--- src/rtl/dkong3_snd_pkg.sv ---
// rtl/dkong3_snd_pkg.sv - shared types and widths for the sound-CPU command mailbox
package dkong3_snd_pkg;
   typedef enum logic {NMI_IDLE, NMI_PULSE} nmi_state_t;
   localparam int CMD_W = 8;
   localparam int OVR_W = 4;
   localparam int CNT_W = 8;
endpackage

--- src/rtl/dkong3_mbox_chan.sv ---
// rtl/dkong3_mbox_chan.sv - one mailbox channel: command latch, pending flag, overrun count, NMI pulse
module dkong3_mbox_chan
   import dkong3_snd_pkg::*;
#(
   parameter int NMI_W   = 32,
   parameter int OVR_MAX = 15
) (
   input  logic             clk,
   input  logic             rst_n,
   input  logic             sub_resetn,
   input  logic             wr_stb_n,
   input  logic [CMD_W-1:0] db,
   input  logic             sub_rd_n,
   input  logic             vblk_fall,
   output logic [CMD_W-1:0] latch,
   output logic             pend,
   output logic [OVR_W-1:0] ovr_cnt,
   output logic             nmi_n
);
   logic [CMD_W-1:0] shadow;
   logic             stb_prev;
   logic             rd_prev;
   logic             capture;
   logic             rd_clr;
   nmi_state_t       state, next_state;
   logic [CNT_W-1:0] cnt, next_cnt;

   assign capture = ~stb_prev & wr_stb_n;
   assign rd_clr  = rd_prev & ~sub_rd_n;

   // History regs reset high so releasing reset with lines idle yields no edge
   always_ff @(posedge clk or negedge rst_n) begin
      if (!rst_n) begin
         shadow   <= '0;
         latch    <= '0;
         pend     <= 1'b0;
         ovr_cnt  <= '0;
         stb_prev <= 1'b1;
         rd_prev  <= 1'b1;
      end else begin
         stb_prev <= wr_stb_n;
         rd_prev  <= sub_rd_n;
         if (!wr_stb_n)
            shadow <= db;
         if (capture)
            latch <= shadow;
         // A read landing with the capture means the old command was consumed
         if (capture && pend && !rd_clr && ovr_cnt != OVR_W'(OVR_MAX))
            ovr_cnt <= ovr_cnt + 1'b1;
         if (!sub_resetn)
            pend <= 1'b0;
         else if (capture)
            pend <= 1'b1;
         else if (rd_clr)
            pend <= 1'b0;
      end
   end

   always_ff @(posedge clk or negedge rst_n) begin
      if (!rst_n) begin
         state <= NMI_IDLE;
         cnt   <= '0;
      end else begin
         state <= next_state;
         cnt   <= next_cnt;
      end
   end

   always_comb begin
      next_state = state;
      next_cnt   = cnt;
      nmi_n      = 1'b1;
      case (state)
         NMI_IDLE: begin
            if (vblk_fall && sub_resetn) begin
               next_state = NMI_PULSE;
               next_cnt   = CNT_W'(NMI_W - 1);
            end
         end
         NMI_PULSE: begin
            nmi_n = 1'b0;
            if (cnt == '0)
               next_state = NMI_IDLE;
            else
               next_cnt = cnt - CNT_W'(1);
         end
         default: next_state = NMI_IDLE;
      endcase
      if (!sub_resetn) begin
         next_state = NMI_IDLE;
         next_cnt   = '0;
      end
   end
endmodule

--- src/rtl/dkong3_snd_mailbox.sv ---
// rtl/dkong3_snd_mailbox.sv - main-to-sound CPU command mailbox with per-channel VBLANK NMI
module dkong3_snd_mailbox
   import dkong3_snd_pkg::*;
#(
   parameter int NUM_CH  = 2,
   parameter int NMI_W   = 32,
   parameter int OVR_MAX = 15
) (
   input  logic                    I_CLK,
   input  logic                    I_RESET_n,
   input  logic                    I_SUB_RESETn,
   input  logic [NUM_CH-1:0]       I_WR_STB_n,
   input  logic [CMD_W-1:0]        I_DB,
   input  logic [NUM_CH-1:0]       I_SUB_RD_n,
   input  logic                    I_VBLK_n,
   output logic [CMD_W*NUM_CH-1:0] O_LATCH,
   output logic [NUM_CH-1:0]       O_PEND,
   output logic [OVR_W*NUM_CH-1:0] O_OVR_CNT,
   output logic [NUM_CH-1:0]       O_SUB_NMI_n
);
   logic vblk_prev;
   logic vblk_fall;

   // One VBLANK edge detector shared so every sub CPU sees the same frame tick
   always_ff @(posedge I_CLK or negedge I_RESET_n) begin
      if (!I_RESET_n)
         vblk_prev <= 1'b1;
      else
         vblk_prev <= I_VBLK_n;
   end

   assign vblk_fall = vblk_prev & ~I_VBLK_n;

   for (genvar n = 0; n < NUM_CH; n++) begin : g_chan
      dkong3_mbox_chan #(
         .NMI_W   (NMI_W),
         .OVR_MAX (OVR_MAX)
      ) u_chan (
         .clk        (I_CLK),
         .rst_n      (I_RESET_n),
         .sub_resetn (I_SUB_RESETn),
         .wr_stb_n   (I_WR_STB_n[n]),
         .db         (I_DB),
         .sub_rd_n   (I_SUB_RD_n[n]),
         .vblk_fall  (vblk_fall),
         .latch      (O_LATCH[CMD_W*n +: CMD_W]),
         .pend       (O_PEND[n]),
         .ovr_cnt    (O_OVR_CNT[OVR_W*n +: OVR_W]),
         .nmi_n      (O_SUB_NMI_n[n])
      );
   end
endmodule

--- config.mk ---
export PLATFORM = sky130hd
export DESIGN_NAME = dkong3_snd_mailbox
export DESIGN_NICKNAME = d
export VERILOG_FILES = /design/src/rtl/dkong3_snd_pkg.sv /design/src/rtl/dkong3_mbox_chan.sv /design/src/rtl/dkong3_snd_mailbox.sv
export SDC_FILE = /design/constraint.sdc
export NUM_CORES = 1
export LEC_CHECK = 0
export BUFFER_PORTS_ARGS = -buffer_cell sky130_fd_sc_hd__clkbuf_2
export CAP_MARGIN = 20
export CORE_ASPECT_RATIO = 0.7
export CORE_MARGIN = 2
export CORE_UTILIZATION = 52
export CTS_BUF_LIST = sky130_fd_sc_hd__clkbuf_4 sky130_fd_sc_hd__clkbuf_8 sky130_fd_sc_hd__clkbuf_16
export DETAILED_ROUTE_END_ITERATION = 16
export GPL_ROUTABILITY_DRIVEN = 0
export PLACE_DENSITY_LB_ADDON = 0.3
export SYNTH_ARGS = -nofsm -noshare
export SYNTH_HDL_FRONTEND = slang
export SYNTH_SLANG_ARGS = --single-unit
--- constraint.sdc ---
create_clock -name I_CLK -period 3.5 [get_ports I_CLK]
set_input_delay 0.35 -clock I_CLK [delete_from_list [all_inputs] [get_ports I_CLK]]
set_output_delay 0.35 -clock I_CLK [all_outputs]
set_load 0.02 [all_outputs]
# ---- Yosys cells after proc, flatten, opt, wreduce, memory -nomap -nowiden
# Cells that the tools add are included.
dict set report word_totals {
  output_inout_bits 28
  input_bits 16
  ff_bits 65
  wordCells 76
}
dict set report op_classes {
  addsub 4
  n_bitwise 12
  n_eq_ne 8
  muxes 22
  reduce_logical 13
}
# operator n
set ops {}
lappend ops {{$mux W8} 5}
lappend ops {{$pmux W8 S2} 2}
lappend ops {{$logic_not A8 Y1} 2}
lappend ops {{$sub A8 B1 Y8 const B} 2}
lappend ops {{$mux W1} 13}
lappend ops {{$add A4 B1 Y4 const B} 2}
lappend ops {{$ne A4 B4 Y1 const B} 2}
lappend ops {{$logic_and A1 B1 Y1} 7}
lappend ops {{$not A1 Y1} 7}
lappend ops {{$ne A3 B1 Y1 const B} 2}
lappend ops {{$ne A3 B2 Y1 const B} 2}
lappend ops {{$ne A3 B3 Y1 const B} 2}
lappend ops {{$and A1 B1 Y1} 5}
lappend ops {{$pmux W1 S2} 2}
lappend ops {{$reduce_and A2 Y1} 2}
lappend ops {{$logic_not A1 Y1} 2}

# ---- Depth between registers and ports, before layout
# Gate-level depths: netlist (run 1).
dict set report depth {
  depth_word 6
  depth_mapped 6
  ltp_nobuf 6
}

# ---- Hierarchy
# A second synthesis (run 1) with hierarchy kept.
dict set report unflattened {
  cells_unflattened 224
  hier_area_um2 2856.5
}
# module seq_area_each_um2 area_per_inst_um2 n_inst cells_each
set by_module_without_submodules {}
lappend by_module_without_submodules {{dkong3_mbox_chan at g_chan[0].u_chan} 803.3 1408.9 1 112}
lappend by_module_without_submodules {{dkong3_mbox_chan at g_chan[1].u_chan} 803.3 1407.6 1 110}
lappend by_module_without_submodules {dkong3_snd_mailbox 26.3 40.0 1 2}

# ---- Least setup slack after synthesis (run 1)
# OpenSTA, ideal clock, no wires.
dict set report synth_path {
  kind {register -> register}
  startpoint {register g_chan[0].u_chan.cnt[0]}
  endpoint {register g_chan[0].u_chan.cnt[5]}
  period_less_slack_ns 1.737
  arrival_ns 1.611
  required_time_ns 3.374
  n_path_buf 0
  slack_ns 1.763
  setup_time_ns 0.126
  path_stages_with_launch 7
  path_cell_list {dfrtp_1 -> inv_1 -> ha_1 -> nor3b_1 -> and4_1 -> nor2_1 -> a221o_1}
}
dict set report synth_via {
  elab_chain_cells 4
  word_cells_on_any_way 7
  cone_classes {add/sub: 1; eq/ne: 1; mux: 3; reduce/logical: 2}
}
# element line_no
set synth_lines {}
lappend synth_lines {{start: declaration} dkong3_mbox_chan.sv:26} ;# logic [CNT_W-1:0] cnt, next_cnt;
lappend synth_lines {{start signal: assignment} dkong3_mbox_chan.sv:65} ;# cnt <= next_cnt;
lappend synth_lines {{$sub A8 B1 Y8} dkong3_mbox_chan.sv:85} ;# next_cnt = cnt - CNT_W'(1);
lappend synth_lines {{$mux W8} dkong3_mbox_chan.sv:82} ;# if (cnt == '0)
lappend synth_lines {{$pmux W8 S2} dkong3_mbox_chan.sv:73} ;# case (state)
lappend synth_lines {{$mux W8} dkong3_mbox_chan.sv:89} ;# if (!sub_resetn) begin
# Several ways; a longest one is shown, not always the timed one. The select of a mux whose other input is x is not followed.
# A chain may end at the register's enable or synchronous reset.

# ---- Final worst setup path (run 1)
# Same ends and word-level chain as after synthesis.

==> flow_summary_export.csv, run 1 <==
group,metric,value,unit
layout,diodes,0,
floorplanning,dieArea,6080,µm²
run,max_cap_viol_count,0,
clock_network,cts_buffer_depth,2,
yosys,netlist_top_cells_area,"dfrtp_1 53%, mux2_2 13%, dfstp_2 4.6%",
power_and_ir_drop,ir_drop,346,µV
yosys,synth_top_family_by_area,"multiplexers",
critical_path,startpoint_type,"flip-flop",
yosys,ys_seq_elements,65,
placed_design,place_ws,1580,ps
detailed_routing,wirelength,5100,µm
yosys,synth_fp_nets,248,
detailed_routing,postRouteAntennaNets,0,
layout,instances_no_fill,349,
sta,tightest_slew,785,ps
clock_network,cts_tree,"built",
layout,multi_input_area,1110,µm²
grt,overflow,0,
yosys,syn_inst,228,
yosys,avgSynthCellArea,12.5,µm²
yosys,synth_area,2840,µm²
yosys,muxShareOfSynthArea,0.138,
floorplanning,initial_core_util,0.541,
yosys,synthXorXnorAreaFrac,0.0277,
sta,timing.final.crit_share,0.559,
placed_design,hpwlAfterDp,3420,µm
clock_network,insertion_delay,330,ps
detailed_routing,first_pass_iters,4,
clock_network,cts_hold_buf,0,
floorplanning,num_rows,22,
min_path,min_to,"vblk_prev$_DFF_PN1_",
yosys,synthAdderAreaFrac,0.0176,
layout,fillCellCount,424,
min_path,hp-start,"I_VBLK_n",
sta,fmax,0.511,GHz
power_and_ir_drop,powerDensity,605,nW/µm²
critical_path,cp_max_fo,5,
layout,final_common_cell,"dfrtp_1",
min_path,hold_class,"in2reg",
sta,setup_tns,0,ps
grt,antenna_found_initial,0,
critical_path,endpoint_kind,"flip-flop",
clock_network,cts_setup_buffers,0,
sta,rsz0062_at_grt,"no",
clock_network,cts_max_level,3,
sta,relSlewSlack,0.477,
critical_path,worstPathRequired,3720,ps
detailed_routing,vias,1889,
sta,hold_violations,0,
grt,grt_first_pass_wirelength,8660,µm
critical_path,critical_path_arrival,2170,ps
floorplanning,core,5260,µm²
layout,area_growth,16.2,%
yosys,yosysTopAreaCellShare,0.528,
critical_path,path_class,"reg2reg",
critical_path,rr_startpoint,"g_chan[0].u_chan.cnt[0]$_DFFE_PN0P_",
yosys,yosys.area.top_type,"dfrtp_1",
critical_path,r2r_slack,1540,ps
sta,final_period_minus_worst_setup_slack,1960,ps
grt,grt_pass1_vias,1810,
layout,final_cell_mix,"60 x dfrtp_1, 43 x clkbuf_2, 34 x mux2_2",
floorplanning,pin_count,44,
sta,finClkSkew,10.7,ps
grt,grt_usage,0.188,
detailed_routing,wl_per_cell,14.6,µm
yosys,ys_seq_area_frac,0.574,
clock_network,cts-buffers-inserted,9,
sta,drv_slew,0,
detailed_routing,drcViolationCount,0,
sta,fin_ws,1540,ps
placed_design,place.port_buffers,43,
floorplanning,dieHeight,65.9,µm
clock_network,cts_resized,0,
clock_network,clock_sinks,65,
layout,regArea,1630,µm²
clock_network,path_clk_slew,70,ps
yosys,yosys.area_share.simple,0.118,
yosys,synth-compound-area-share,0.0902,
critical_path,r2r_cells,6,
sta,setup_viol,0,
placed_design,dp.cells,333,
clock_network,clockRootBuffer,"clkbuf_8",
min_path,hold_depth,1,
status,status,"completed",
yosys,yosysWarnings,0,
floorplanning,fp.dieW,92.4,µm
detailed_routing,first_iter_violations,108,
yosys,yosysUniqueCellTypes,40,
grt,grt_max_degree,66,
critical_path,r2r_end,"g_chan[0].u_chan.cnt[5]$_DFFE_PN0P_",
power_and_ir_drop,leakage,1.55,nW
layout,final_nets,292,
detailed_routing,viasPerCell,5.41,
layout,drive_above_1_share,0.375,
-- final cells by class --
cell class,instances,area share
Clock inverter,6,0.0201
Multi-Input combinational cell,141,0.337
Timing Repair Buffer,44,0.0674
Sequential cell,65,0.494
Clock buffer,10,0.0417
Tap cell,72,0.0273
Inverter,11,0.0125
-- power breakdown --
group          internal, mW  switching (mW)  leakage (nW)
Clock                 0.349           0.284        0.0949
Combinational         0.177           0.236         0.662
Sequential            0.862          0.0898         0.798
-- cells in the mapped netlist --
master	count
or4_1	1
and3_1	2
a32oi_1	1
o21a_1	1
and4_1	2
a221o_1	2
nand4_1	3
mux2i_1	1
nor2b_1	3
o21ai_0	7
nand2b_1	3
a21oi_1	5
dfrtp_1	60
ha_1	4
and4b_1	1
o31a_1	1
o31ai_1	2
nand2_1	11
o2111ai_1	2
clkbuf_1	7
inv_1	11
o41ai_1	1
nor2_1	11
nor3_1	5
and2_1	4
or3_4	2
nand3_1	6
o211a_1	3
o221a_2	2
xnor2_1	2
o311a_1	2
nand3b_1	3
a21o_1	1
nor4b_2	1
dfstp_2	5
a21boi_0	4
mux2_2	34
buf_4	4
xor2_1	7
nor3b_1	1
-- through the flow --
stage	util	area [µm²]	hold WS [ps]	total power, mW
after floorplan	-	2840	54.4	1.23
after detailed placement	0.589	3100	458	1.38
after global placement	0.589	3100	455	1.36
after global routing	0.628	3300	93.8	2.11
final	0.628	3300	119	2.00
after CTS	0.628	3300	95.0	2.02
-- metal layers --
| metal | GRT usage | share of wire | vias up |
|---|---|---|---|
| met5 | 0 | 0 | - |
| met4 | 0.0765 | 0.012 | 0 |
| met3 | 0.0684 | 0.054 | 6 |
| met2 | 0.272 | 0.44 | 54 |
| met1 | 0.259 | 0.49 | 930 |
| li1 | - | - | 899 |
-- worst max path at each step --
| stage | end | startpoint | slack [ps] |
|---|---|---|---|
| 5_1_grt | g_chan[0].u_chan.cnt[5]$_DFFE_PN0P_ | g_chan[0].u_chan.cnt[0]$_DFFE_PN0P_ | 1400 |
| 4_1_cts | g_chan[0].u_chan.cnt[5]$_DFFE_PN0P_ | g_chan[0].u_chan.cnt[0]$_DFFE_PN0P_ | 1570 |
| 6_report | g_chan[0].u_chan.cnt[5]$_DFFE_PN0P_ | g_chan[0].u_chan.cnt[0]$_DFFE_PN0P_ | 1540 |
| 3_5_place_dp | g_chan[0].u_chan.cnt[5]$_DFFE_PN0P_ | g_chan[0].u_chan.cnt[0]$_DFFE_PN0P_ | 1580 |
| 2_1_floorplan | g_chan[0].u_chan.cnt[5]$_DFFE_PN0P_ | g_chan[0].u_chan.cnt[0]$_DFFE_PN0P_ | 1760 |
| 3_3_place_gp | g_chan[0].u_chan.cnt[5]$_DFFE_PN0P_ | g_chan[0].u_chan.cnt[0]$_DFFE_PN0P_ | 1660 |
-- worst max-delay path, stage by stage (launching register included) --
cell and delay (ps):
dfrtp_1 380, inv_1 90, ha_1 220, nor3b_1 360, and4_1 340, nor2_1 120
a221o_1 320
-- logic make-up (layout without fill, tap and decap cells) --
family,Yosys count,count (layout)
muxes,35,35
xor gates and xnor gates,9,9
AOI/OAI and AO/OA,34,34
and+or+nand+nor,59,59
DFF,65,65
buffers and inverters,22,71
adders and majority gates,4,4
-- state kept, by name, summed over array words and instances (netlist names) --
| register | count |
|---|---|
| g_chan.u_chan.cnt | 16 |
| g_chan.u_chan.latch | 16 |
| g_chan.u_chan.ovr_cnt | 8 |
| g_chan.u_chan.pend | 2 |
| g_chan.u_chan.rd_prev | 2 |
| g_chan.u_chan.shadow | 16 |
| g_chan.u_chan.state | 2 |
| g_chan.u_chan.stb_prev | 2 |
| vblk_prev | 1 |
(Power assumes the default switching activity.)
==> run 2, diff against run 1 <==
Clock period 3.5 ns to 1.97 ns, I/O delays scaled along.
==> run 2 against run 1 <==
Die area did not move. Sequential share of layout area down 0.59 points. Register-to-register slack got worse by 1300 ps. Critical path type unchanged. Clock power increased by 50%.
==> flow_summary_export.csv, run 2 (synthesis gave the netlist of run 1 again) <==
group,metric,value,unit
detailed_routing,vias,1900,
power_and_ir_drop,powerDensity,1020,nW/µm²
sta,relSlewSlack,0.673,
clock_network,insertion_delay,330,ps
run,max_cap_viol_count,0,
sta,rsz0062_at_grt,"no",
floorplanning,fp.dieW,92.4,µm
layout,final_common_cell,"dfrtp_1",
grt,antenna_found_initial,0,
sta,timing.final.crit_share,0.895,
detailed_routing,wl_per_cell,14.2,µm
critical_path,worstPathRequired,2190,ps
floorplanning,core,5260,µm²
grt,overflow,0,
clock_network,clockRootBuffer,"clkbuf_8",
clock_network,cts-buffers-inserted,9,
floorplanning,pin_count,44,
layout,final_nets,297,
detailed_routing,postRouteAntennaNets,0,
critical_path,endpoint_kind,"flip-flop",
sta,final_period_minus_worst_setup_slack,1760,ps
placed_design,place.port_buffers,43,
clock_network,cts_setup_buffers,0,
clock_network,cts_buffer_depth,2,
floorplanning,num_rows,22,
clock_network,cts_tree,"built",
layout,reg_top3,"g_chan.u_chan.cnt (16), g_chan.u_chan.latch (16), g_chan.u_chan.shadow (16)",
sta,setup_tns,0,ps
grt,grt_first_pass_wirelength,8710,µm
clock_network,cts_max_level,3,
layout,utilization,0.636,
detailed_routing,drcViolationCount,0,
layout,area_growth,17.6,%
floorplanning,dieHeight,65.9,µm
detailed_routing,first_pass_iters,4,
placed_design,hpwlAfterDp,3530,µm
sta,drv_slew,0,
detailed_routing,wirelength,5020,µm
grt,grt_pass1_vias,1809,
detailed_routing,first_iter_violations,211,
layout,drive_above_1_share,0.376,
critical_path,cp_max_fo,4,
critical_path,path_class,"reg2reg",
detailed_routing,viasPerCell,5.37,
clock_network,clock_sinks,65,
sta,tightest_slew,490,ps
sta,setup_viol,0,
floorplanning,dieArea,6080,µm²
floorplanning,initial_core_util,0.541,
status,status,"completed",
layout,diodes,0,
layout,fillCellCount,395,
sta,finClkSkew,5.78,ps
grt,grt_max_degree,48,
sta,fmax,0.567,GHz
power_and_ir_drop,leakage,1.58,nW
grt,grt_usage,0.190,
critical_path,critical_path_arrival,1980,ps
min_path,hold_class,"in2reg",
power_and_ir_drop,ir_drop,685,µV
layout,final_cell_mix,"60 x dfrtp_1, 43 x clkbuf_2, 34 x mux2_2",
clock_network,path_clk_slew,70,ps
sta,hold_violations,0,
critical_path,startpoint_type,"flip-flop",
[run 2: cell types whose count changed in the layout (fill, tap and decap cells not counted)]
cell	change
dlygate4sd3_1	+4
clkinv_2	+2
buf_12	+1
bufinv_16	-1
clkbuf_8	-1
nor3b_1	-1
nor3b_2	+1
nor4b_2	-1
nor4b_4	+1
[run 2: worst max-delay path: stages (launching register included)]
cell	delay [ps]
dfrtp_1	420
or3_4	390
or3_4	350
o31a_1	240
a221o_1	250
[run 2: final cells by class]
cell class                 count  area, µm²  area share
clock buffer                   9        124      0.0371
clock inverter                 7       46.3      0.0138
inverter                      11       41.3      0.0124
multi-input combinational    141       1130       0.337
sequential                    65       1630       0.488
tap                           72       90.1      0.0269
timing repair buffer          49        283      0.0846
[run 2: metrics by stage]
| stage | power [mW] | setup WS (ps) | instances | hold WS (ps) | cell area (µm²) |
|---|---|---|---|---|---|
| after floorplan | 2.19 | 233 | 228 | -98.6 | 2840 |
| final | 3.40 | 207 | 354 | 110 | 3340 |
| after detailed placement | 2.46 | 168 | 334 | 188 | 3120 |
| after CTS | 3.43 | 143 | 354 | 96.4 | 3330 |
| after global placement | 2.43 | 240 | 334 | 189 | 3120 |
| after global routing | 3.61 | 80.1 | 354 | 97.0 | 3340 |
[run 2: power breakdown]
part / switching (mW) / total, mW / internal (mW)
sequential: 0.164 / 1.70 / 1.53
combinational: 0.419 / 0.752 / 0.333
clock: 0.499 / 0.952 / 0.452
[run 2: worst paths after layout]
check	start	to	slack [ps]	depth (start not counted)
setup / recovery	g_chan[0].u_chan.cnt[2]$_DFFE_PN0P_	g_chan[0].u_chan.cnt[7]$_DFFE_PN0P_	210	4
min in group asynchronous	I_RESET_n	g_chan[1].u_chan.ovr_cnt[0]$_DFFE_PN0P_	350	2
max in group asynchronous	I_RESET_n	vblk_prev$_DFF_PN1_	950	3
hold reg to reg	g_chan[1].u_chan.ovr_cnt[3]$_DFFE_PN0P_	g_chan[1].u_chan.ovr_cnt[3]$_DFFE_PN0P_	500	1
setup reg to reg	g_chan[0].u_chan.cnt[2]$_DFFE_PN0P_	g_chan[0].u_chan.cnt[7]$_DFFE_PN0P_	210	4
hold / removal	I_DB[5]	g_chan[1].u_chan.shadow[5]$_DFFE_PN0N_	110	2
[run 2: routing by layer]
layer | up-vias | wire, µm | part of all wire | global-route usage
li1 | 909 | - | - | -
met1 | 928 | 2430 | 0.48 | 0.259
met2 | 57 | 2190 | 0.44 | 0.277
met3 | 6 | 360 | 0.072 | 0.0855
met4 | 0 | 46 | 0.0092 | 0.0466
met5 | - | 0 | 0 | 0
[run 2: what timing repair did]
action                                  4_1_cts  5_1_grt
hold buffers                                  4        0
hold endpoints to repair                     19        0
endpoints found under the setup margin        0        2
gates resized for setup                       0        2
